<file path="src/rtl/stack_reverser_pkg.sv">
// Shared definitions for the stack reverser: the command codes driven on
// stk_cmd and the controller state encoding.
package stack_reverser_pkg;

  localparam logic [1:0] CMD_NOP  = 2'b00;
  localparam logic [1:0] CMD_CLR  = 2'b01;
  localparam logic [1:0] CMD_PUSH = 2'b10;
  localparam logic [1:0] CMD_POP  = 2'b11;

  typedef enum logic [3:0] {
    ST_CLR    = 4'd0,
    ST_CLR_W  = 4'd1,
    ST_IDLE   = 4'd2,
    ST_PUSH   = 4'd3,
    ST_PUSH_W = 4'd4,
    ST_POP    = 4'd5,
    ST_POP_W  = 4'd6,
    ST_OUT    = 4'd7,
    ST_ERR    = 4'd8
  } state_t;

endpackage

</file>
<file path="src/rtl/stack_reverser.sv">
// Byte-stream reverser driving an external LIFO stack.
// Bytes from the upstream interface are pushed one at a time; at the end of
// a frame (or when the stack fills) the stack is popped and the bytes are
// replayed downstream in reverse order, out_last marking the final byte.
//
// Ports:
//   clk, rst_n                      clock, async active-low reset
//   in_data/in_valid/in_last/in_ready     upstream byte interface
//   out_data/out_valid/out_last/out_ready downstream byte interface
//   stk_cmd/stk_wdata               stack command (nop/clr/push/pop) and push data
//   stk_rdata                       stack pop data
//   stk_full/stk_empty/stk_error    stack flags
//   busy                            controller not in IDLE
//   ovf                             sticky: a frame was split on a full stack
//   err                             sticky: the stack reported an error
module stack_reverser
  import stack_reverser_pkg::*;
#(
  parameter int unsigned CNT_W = 5
) (
  input  logic       clk,
  input  logic       rst_n,
  input  logic [7:0] in_data,
  input  logic       in_valid,
  input  logic       in_last,
  output logic       in_ready,
  output logic [7:0] out_data,
  output logic       out_valid,
  output logic       out_last,
  input  logic       out_ready,
  output logic [1:0] stk_cmd,
  output logic [7:0] stk_wdata,
  input  logic [7:0] stk_rdata,
  input  logic       stk_full,
  input  logic       stk_empty,
  input  logic       stk_error,
  output logic       busy,
  output logic       ovf,
  output logic       err
);

  state_t           state_q, state_d;
  logic [CNT_W-1:0] count_q, count_d;
  logic             last_q, last_d;

  logic [1:0]       cmd_d;
  logic [7:0]       wdata_d, out_data_d;
  logic             out_valid_d, out_last_d, in_ready_d, ovf_d, err_d;

  logic [CNT_W-1:0] cnt_inc, cnt_dec;

  assign cnt_inc = count_q + 1'b1;
  assign cnt_dec = count_q - 1'b1;

  always_comb begin
    state_d     = state_q;
    count_d     = count_q;
    last_d      = last_q;
    cmd_d       = CMD_NOP;
    wdata_d     = stk_wdata;
    out_data_d  = out_data;
    out_valid_d = out_valid;
    out_last_d  = out_last;
    in_ready_d  = 1'b0;
    ovf_d       = ovf;
    err_d       = err;

    unique case (state_q)
      // Reset leaves stk_cmd at nop, so CLR first raises the clear for one
      // cycle and only then moves on.
      ST_CLR: begin
        if (stk_cmd == CMD_CLR) begin
          state_d = ST_CLR_W;
        end else begin
          cmd_d = CMD_CLR;
        end
      end
      ST_CLR_W: begin
        state_d    = ST_IDLE;
        in_ready_d = 1'b1;
      end
      ST_IDLE: begin
        in_ready_d = 1'b1;
        if (in_valid && in_ready) begin
          state_d    = ST_PUSH;
          cmd_d      = CMD_PUSH;
          wdata_d    = in_data;
          last_d     = in_last;
          in_ready_d = 1'b0;
        end
      end
      ST_PUSH: begin
        state_d = ST_PUSH_W;
      end
      ST_PUSH_W: begin
        // A stack that still reads empty after a push has lost the byte.
        if (stk_error || stk_empty) begin
          state_d     = ST_ERR;
          cmd_d       = CMD_CLR;
          err_d       = 1'b1;
          count_d     = '0;
        end else begin
          count_d = cnt_inc;
          if (last_q) begin
            state_d = ST_POP;
            cmd_d   = CMD_POP;
          end else if (stk_full || (cnt_inc == '1)) begin
            state_d = ST_POP;
            cmd_d   = CMD_POP;
            ovf_d   = 1'b1;
          end else begin
            state_d    = ST_IDLE;
            in_ready_d = 1'b1;
          end
        end
      end
      ST_POP: begin
        state_d = ST_POP_W;
      end
      ST_POP_W: begin
        if (stk_error) begin
          state_d     = ST_ERR;
          cmd_d       = CMD_CLR;
          err_d       = 1'b1;
          count_d     = '0;
          out_valid_d = 1'b0;
          out_last_d  = 1'b0;
        end else begin
          state_d     = ST_OUT;
          out_data_d  = stk_rdata;
          count_d     = cnt_dec;
          out_valid_d = 1'b1;
          out_last_d  = (cnt_dec == '0);
        end
      end
      ST_OUT: begin
        if (out_ready) begin
          out_valid_d = 1'b0;
          out_last_d  = 1'b0;
          if (count_q == '0) begin
            state_d    = ST_IDLE;
            in_ready_d = 1'b1;
          end else begin
            state_d = ST_POP;
            cmd_d   = CMD_POP;
          end
        end
      end
      ST_ERR: begin
        state_d = ST_CLR_W;
      end
      default: begin
        state_d = ST_CLR;
      end
    endcase
  end

  always_ff @(posedge clk or negedge rst_n) begin
    if (!rst_n) begin
      state_q   <= ST_CLR;
      count_q   <= '0;
      last_q    <= 1'b0;
      stk_cmd   <= CMD_NOP;
      stk_wdata <= '0;
      out_data  <= '0;
      out_valid <= 1'b0;
      out_last  <= 1'b0;
      in_ready  <= 1'b0;
      ovf       <= 1'b0;
      err       <= 1'b0;
      busy      <= 1'b1;
    end else begin
      state_q   <= state_d;
      count_q   <= count_d;
      last_q    <= last_d;
      stk_cmd   <= cmd_d;
      stk_wdata <= wdata_d;
      out_data  <= out_data_d;
      out_valid <= out_valid_d;
      out_last  <= out_last_d;
      in_ready  <= in_ready_d;
      ovf       <= ovf_d;
      err       <= err_d;
      busy      <= (state_d != ST_IDLE);
    end
  end

endmodule

</file>
<file path="config.mk">
export PLATFORM = sky130hd
export DESIGN_NAME = stack_reverser
export DESIGN_NICKNAME = d
export VERILOG_FILES = /design/src/rtl/stack_reverser_pkg.sv /design/src/rtl/stack_reverser.sv
export SDC_FILE = /design/constraint.sdc
export NUM_CORES = 1
export LEC_CHECK = 0
export CAP_MARGIN = 30
export CORE_ASPECT_RATIO = 1.2
export CORE_MARGIN = 2
export CORE_UTILIZATION = 30
export CTS_CLUSTER_DIAMETER = 30
export DETAILED_ROUTE_END_ITERATION = 6
export PLACE_DENSITY = 0.59
export SYNTH_ARGS = -nofsm -noshare
export SYNTH_HDL_FRONTEND = slang
export SYNTH_SLANG_ARGS = --single-unit
</file>
<file path="constraint.sdc">
create_clock -name clk -period 3.35 [get_ports clk]
set_input_delay 0.67 -clock clk [delete_from_list [all_inputs] [get_ports clk]]
set_output_delay 0.67 -clock clk [all_outputs]
set_load 0.1 [all_outputs]
</file>
==> results of run 1 <==
==> final cells by class <==
| class | count | area (sq um) | share of cell area [%] |
|---|---|---|---|
| Multi-Input combinational cell | 134 | 863 | 36.4 |
| Sequential cell | 34 | 852 | 35.9 |
| Timing Repair Buffer | 50 | 440 | 18.6 |
| Tap cell | 80 | 100 | 4.22 |
| Clock buffer | 6 | 82.6 | 3.48 |
| Inverter | 6 | 22.5 | 0.949 |
| Clock inverter | 2 | 12.5 | 0.527 |
==> cell families after synthesis <==
logic type,count (synthesis)
AO/OA/AOI/OAI,32
adder cells (fa/ha/maj),4
AND/OR/NAND/NOR,86
buffers and inverters,17
XOR/XNOR,2
multiplexers,10
flip-flops,34
==> per-layer routing <==
metal  share of wire, %  up-vias  track usage (%)
met5                  0        -                0
met4                1.3        0             5.36
met3                3.2        4             3.42
met2                 51       24             21.5
met1                 44      697             16.8
li1                   -      748                -
==> per-stage QoR <==
step | setup slack [ps] | cells | cell area (sq um) | utilization [%]
5_1_grt | 864 | 312 | 2370 | 41.6
4_1_cts | 906 | 312 | 2370 | 41.6
6_report | 927 | 312 | 2370 | 41.6
3_3_place_gp | 972 | 304 | 2280 | 39.9
2_1_floorplan | 1080 | 185 | 1790 | -
3_5_place_dp | 951 | 304 | 2280 | 39.9
==> worst min path at each step <==
| stage | slack (ps) | to | cells after the start |
|---|---|---|---|
| after floorplan | 370 | count_q[0] | 0 |
| final | 470 | err | 1 |
| after detailed placement | 460 | err | 1 |
| after global routing | 500 | out_data[1] | 2 |
| after CTS | 480 | err | 1 |
| after global placement | 460 | out_data[1] | 2 |
==> registers in the layout (all words and copies together) (netlist names) <==
name	cells
busy	1
count_q	5
err	1
in_ready	1
last_q	1
out_data	8
out_last	1
out_valid	1
ovf	1
state_q	4
stk_cmd	2
stk_wdata	8
==> placed cells by master, fill, tap and decap left out, types with 3 or more instances in the layout <==
cell type | synthesis | layout
a21oi_1 | 3 | 3
buf_4 | 0 | 24
a211o_1 | 3 | 3
nor3_1 | 5 | 5
ha_1 | 4 | 4
mux2_2 | 10 | 10
clkbuf_8 | 0 | 6
nand3_1 | 8 | 8
nand2_1 | 39 | 39
clkdlybuf4s50_1 | 0 | 26
nor2_1 | 5 | 5
inv_1 | 6 | 6
a2111oi_0 | 3 | 3
dfrtp_1 | 33 | 33
nand2b_1 | 6 | 6
a211oi_1 | 4 | 4
nor4b_1 | 3 | 3
or3b_2 | 3 | 3
o21ai_0 | 8 | 8
==> results.toml, run 1 <==
[outcome]
status = "finished, final reports clean"

[routing]
firstDrtPassIters = 4
wl_per_cell_microns = 13.1
wl_microns = 4090
via_per_inst = 4.72
drc = 0
drtIter0Drc = 139
dr_total_vias = 1473
ant_nets = 0

[critical_path]
start_kind = "flop"
cpPeakStageDelay_ps = 1130
worst-path-max-fanout = 2
worstSetupStartpoint = "stk_wdata[4]"
end_kind = "output port"
critPathArrivalTime_ps = 1750
slowest_stage = "clkdlybuf4s50_1"
critPathCapture = "stk_wdata[4]"
worstRegToRegCells = 4
r2r-end = "busy"
worst_r2r_startpoint = "state_q[0]"
rrSetupSlack_ps = 1230
path_class = "reg -> out"
worstPathCellList = "clkdlybuf4s50_1"
crit_required_ps = 2680
path_depth = 1
cp_top_family = "buffers and inverters"
worst-path-buf-inv = 1

[clocking]
insertion_delay_ps = 290
hold_buffers = 0
cts.sinks = 34
clkTransAtPathRegs_ps = 70
root_buffer = "clkbuf_8"
ctsResizeCount = 0
htree_num_levels = 2
cts_setup_buffers = 0
cts_buffers = 5
cts_tree = "built"
ctsLongestPathBuffers = 2

[yosys]
yosysWarnings = 0
synthXorXnorAreaFrac_pct = 0.980
async_flop_share_pct = 100
ys_ff_latch = 34
synth_seq_area_share_pct = 47.7
synthAdderAreaFrac_pct = 2.80
synth_area_leader_cell = "dfrtp_1"
yosysTopAreaCellShare_pct = 46.2
synth_simple_gate_area_share_pct = 25.6
synth_area_leaders = "dfrtp_1 46%, nand2_1 8.2%, mux2_2 6.3%"
synth_top_family_by_area = "simple AND/OR/NAND/NOR gates"
synth_cell_types = 44
synth_cells = 185
syn-cell-area_sq_um = 1790
synth_compound_area_share_pct = 12.6
yosysMostFrequentCell = "nand2_1"
synth_edf_count = 0
synthMuxAreaShare_pct = 6.30
ys.flop_type = "dfrtp_1"
synth_common_cells = "39 x nand2_1, 33 x dfrtp_1, 10 x clkbuf_1, 10 x mux2_2"
synth_area_per_cell_sq_um = 9.66
syn_nets = 213

[sta]
setup_viol = 0
period_share_pct = 72.3
finalSetupTns_ps = 0
rsz0062_at_grt = "no"
fmax_ghz = 0.413
holdWs_ps = 473
finClkSkew_ps = 1.85
slew_violations = 0
slew_headroom_pct = 35.7
worst_pin_slew_ps = 962
period_needed_ps = 2420
finalHoldViolations = 0

[floorplan]
die_w_microns = 74.5
ioPinCount = 48
fp-row-count = 30
initial_core_util_pct = 31.3
dieArea_sq_um = 6590
fp.dieH_microns = 88.5
fp.coreArea_sq_um = 5710

[final_layout]
nets = 259
antenna_cells = 0
drive_gt1_share_pct = 21.6
fillers = 602
area_growth_pct = 32.8

[grt]
grt_max_degree = 35
grt_usage_pct = 13.3
antenna_found_initial = 0
first_global_vias = 1341
grt_overflow = 0
grt_pass1_wl_microns = 6530

[placement]
place_congestion = 0.797
post-dp-hpwl_microns = 2970
port_buffers = 47

[job]
max_cap_viol_count = 0

[hold_path]
hold_start = "err"
hold_class = "reg -> reg"
Power of run 1 is not shown: default switching activity piles up to over one toggle a cycle in this logic, so the estimate is an artifact.
==> inputs of run 2 (changes only) <==
clock period = 2.3 ns   (was 3.35 ns; I/O delays follow)
==> run 2 against run 1 <==
Global-route usage increased by 0.53 points. Die area unchanged. Worst hold slack improved by 4.5 ps. Routed wire length increased by 4.7%. Clock-buffer cell count unchanged. Critical endpoint is now count_q[2]. Via count increased by 4.8%. Setup slack got worse by 620 ps.
==> results.toml, run 2 (synthesized netlist as in run 1, its figures left out) <==
[sta]
period_share_pct = 86.6
rsz0062_at_grt = "no"
period_needed_ps = 1990
slew_violations = 0
setup_viol = 0
slew_headroom_pct = 70.5
worst_pin_slew_ps = 432
finClkSkew_ps = 2.93
finalSetupTns_ps = 0
fmax_ghz = 0.502
finalHoldViolations = 0

[floorplan]
fp.coreArea_sq_um = 5710
die_w_microns = 74.5
fp-row-count = 30
dieArea_sq_um = 6590
ioPinCount = 48
fp.dieH_microns = 88.5
initial_core_util_pct = 31.3

[clocking]
cts.sinks = 34
root_buffer = "clkbuf_8"
hold_buffers = 0
cts_buffers = 5
htree_num_levels = 2
cts_tree = "built"
ctsLongestPathBuffers = 2
insertion_delay_ps = 290
ctsResizeCount = 0
cts_setup_buffers = 0
clkTransAtPathRegs_ps = 70

[hold_path]
hold_start = "err"
hold_class = "reg -> reg"

[critical_path]
start_kind = "flop"
worst-path-max-fanout = 11
rrSetupSlack_ps = 310
end_kind = "flop"
crit_required_ps = 2530
worst_r2r_startpoint = "count_q[0]"
worstSetupStartpoint = "count_q[0]"
critPathArrivalTime_ps = 2220
path_class = "reg -> reg"

[routing]
wl_microns = 4290
drtIter0Drc = 115
ant_nets = 0
wl_per_cell_microns = 13.4
dr_total_vias = 1543
drc = 0
firstDrtPassIters = 4
via_per_inst = 4.84

[final_layout]
final_cell_mix = "39 x nand2_1, 34 x buf_4, 33 x dfrtp_1"
antenna_cells = 0
reg_top3 = "out_data x8, stk_wdata x8, count_q x5"
mostFrequentLayoutCell = "nand2_1"
area_growth_pct = 35.4
drive_gt1_share_pct = 25.1
nets = 266

[grt]
first_global_vias = 1516
grt_pass1_wl_microns = 6930
grt_max_degree = 35
grt_overflow = 0
grt_usage_pct = 13.8
antenna_found_initial = 0

[job]
max_cap_viol_count = 0

[placement]
post-dp-hpwl_microns = 3130
port_buffers = 47
place_congestion = 0.811

[outcome]
status = "finished, final reports clean"
-- run 2: cell count changes in the layout (fill, tap and decap cells not counted), sizes merged --
| cell | previous run | this run |
|---|---|---|
| buf | 24 | 34 |
| clkdlybuf4s50 | 26 | 23 |
-- run 2: critical path: stages (launching register included) --
cell	delay (ps)
dfrtp_1	510
ha_1	360
or3b_2	460
a2111oi_0	470
a21o_1	130
-- run 2: stage by stage --
step	setup WS (ps)	hold WS, ps	instances	utilization, %	instance area, sq um
6_report	308	477	319	42.4	2420
5_1_grt	171	505	319	42.4	2420
4_1_cts	304	477	319	42.4	2420
3_5_place_dp	226	458	311	40.7	2320
3_3_place_gp	282	460	311	40.7	2320
2_1_floorplan	25.0	164	185	-	1790
-- run 2: routing by layer --
metal	wire length (microns)	vias up	GRT usage (%)
li1	-	760	-
met4	72	0	6.49
met1	1830	738	16.6
met5	0	-	0
met2	2230	37	23.3
met3	161	8	2.85
-- run 2: final cells by class --
type | count | area [sq um]
flip-flops and latches | 34 | 852
inverters | 6 | 22.5
well taps | 80 | 100
multi-input cells | 134 | 863
repair buffers | 57 | 485
clock buffers | 6 | 82.6
clock inverters | 2 | 12.5
fillers | 592 | 3290
-- run 2: path summary, 6_finish.rpt --
check / cells past startpoint / end
min in group asynchronous: 2 / stk_wdata[6]
hold / removal: 1 / err
setup / recovery: 4 / count_q[2]
hold reg to reg: 1 / err
setup reg to reg: 4 / count_q[2]
max in group asynchronous: 2 / busy
Power of run 2 is left out for the same reason.
==> inputs of run 3 (changes only) <==
CORE_ASPECT_RATIO = not set   (was 1.2)
==> run 3 against run 2 <==
Non-clock buffer count unchanged. Sequential share of layout area increased by 0.091 points. Via count increased by 0.52%. Routed wire length decreased by 4.4%. Die area about the same. Final cell count decreased by 1.6%. Fmax increased by 0.33%. First-iteration DRC count decreased by 17%. Setup slack improved by 6.6 ps. Critical path type unchanged. Worst hold slack improved by 1.4 ps.
==> results.toml, run 3 (synthesized netlist as in run 1, its figures left out) <==
[outcome]
status = "finished, final reports clean"

[floorplan]
fp.coreArea_sq_um = 5850
fp.dieH_microns = 81.2
initial_core_util_pct = 30.5
dieArea_sq_um = 6590
die_w_microns = 81.2
ioPinCount = 48
fp-row-count = 28

[clocking]
cts.sinks = 34
hold_buffers = 0
cts_setup_buffers = 0
ctsResizeCount = 0
insertion_delay_ps = 280
cts_tree = "built"
clkTransAtPathRegs_ps = 70
htree_num_levels = 2
root_buffer = "clkbuf_8"
ctsLongestPathBuffers = 2
cts_buffers = 5

[sta]
setup_viol = 0
finClkSkew_ps = 4.77
finalHoldViolations = 0
period_share_pct = 86.3
slew_headroom_pct = 69.5
worst_pin_slew_ps = 446
fmax_ghz = 0.504
finalSetupTns_ps = 0
rsz0062_at_grt = "no"
period_needed_ps = 1990
slew_violations = 0

[critical_path]
start_kind = "flop"
slowest_stage = "dfrtp_1"
cp_top_family = "compound AO/OA/AOI/OAI gates"
crit_required_ps = 2520
worst-path-max-fanout = 11
worstPathCellList = "ha_1 > or3b_2 > a2111oi_0 > a21o_1"
critPathArrivalTime_ps = 2210
end_kind = "flop"
cpPeakStageDelay_ps = 530
path_class = "reg -> reg"
worst-path-buf-inv = 0

[hold_path]
hold_class = "reg -> reg"

[grt]
first_global_vias = 1407
grt_pass1_wl_microns = 6510
grt_usage_pct = 12.8
antenna_found_initial = 0
grt_overflow = 0
grt_max_degree = 35

[final_layout]
reg_top3 = "out_data x8, stk_wdata x8, count_q x5"
drive_gt1_share_pct = 25.1
antenna_cells = 0
fillers = 585
nets = 266
multi_input_area_sq_um = 863
mostFrequentLayoutCell = "nand2_1"
ff_latch_area_sq_um = 852
area_growth_pct = 35.0
final_cell_mix = "39 x nand2_1, 34 x buf_4, 33 x dfrtp_1"

[placement]
post-dp-hpwl_microns = 2930
port_buffers = 47
place_congestion = 0.862

[job]
max_cap_viol_count = 0

[routing]
dr_total_vias = 1551
wl_microns = 4100
firstDrtPassIters = 4
drc = 0
drtIter0Drc = 96
wl_per_cell_microns = 13.1
via_per_inst = 4.94
ant_nets = 0
-- run 3: cell counts in the layout (fill, tap and decap cells not counted) --
No cell type changed its count.
-- run 3: per-layer routing --
layer | GRT usage [%] | vias to the layer above | share of wire [%]
met5 | 0 | - | 0
met4 | 4.07 | 0 | 1.1
met3 | 3.11 | 5 | 5.8
met2 | 20.9 | 46 | 48
met1 | 16.8 | 742 | 45
li1 | - | 758 | -
-- run 3: per-stage QoR --
| step | worst slack [ps] | utilization [%] | cell area (sq um) | hold WS (ps) | cells |
|---|---|---|---|---|---|
| after global placement | 256 | 39.6 | 2320 | 456 | 306 |
| after detailed placement | 230 | 39.6 | 2320 | 458 | 306 |
| after global routing | 194 | 41.2 | 2410 | 501 | 314 |
| after floorplan | 25.0 | - | 1790 | 164 | 185 |
| after CTS | 316 | 41.2 | 2410 | 480 | 314 |
| final | 314 | 41.2 | 2410 | 478 | 314 |
-- run 3: worst paths after layout --
| kind | startpoint | to | slack (ps) | cells past startpoint |
|---|---|---|---|---|
| worst max-delay path | count_q[0] | count_q[2] | 310 | 4 |
| worst min-delay path | err | err | 480 | 1 |
| worst max register to register | count_q[0] | count_q[2] | 310 | 4 |
| worst min register to register | err | err | 480 | 1 |
| max in group asynchronous | rst_n | busy | 1390 | 2 |
| min in group asynchronous | rst_n | stk_cmd[0] | 580 | 2 |
-- run 3: final cells by class --
type	count	share of cell area, %
multi-input cells	134	35.8
flip-flops and latches	34	35.3
repair buffers	57	20.1
well taps	75	3.89
clock buffers	6	3.42
inverters	6	0.934
clock inverters	2	0.519
Power of run 3 is left out for the same reason.
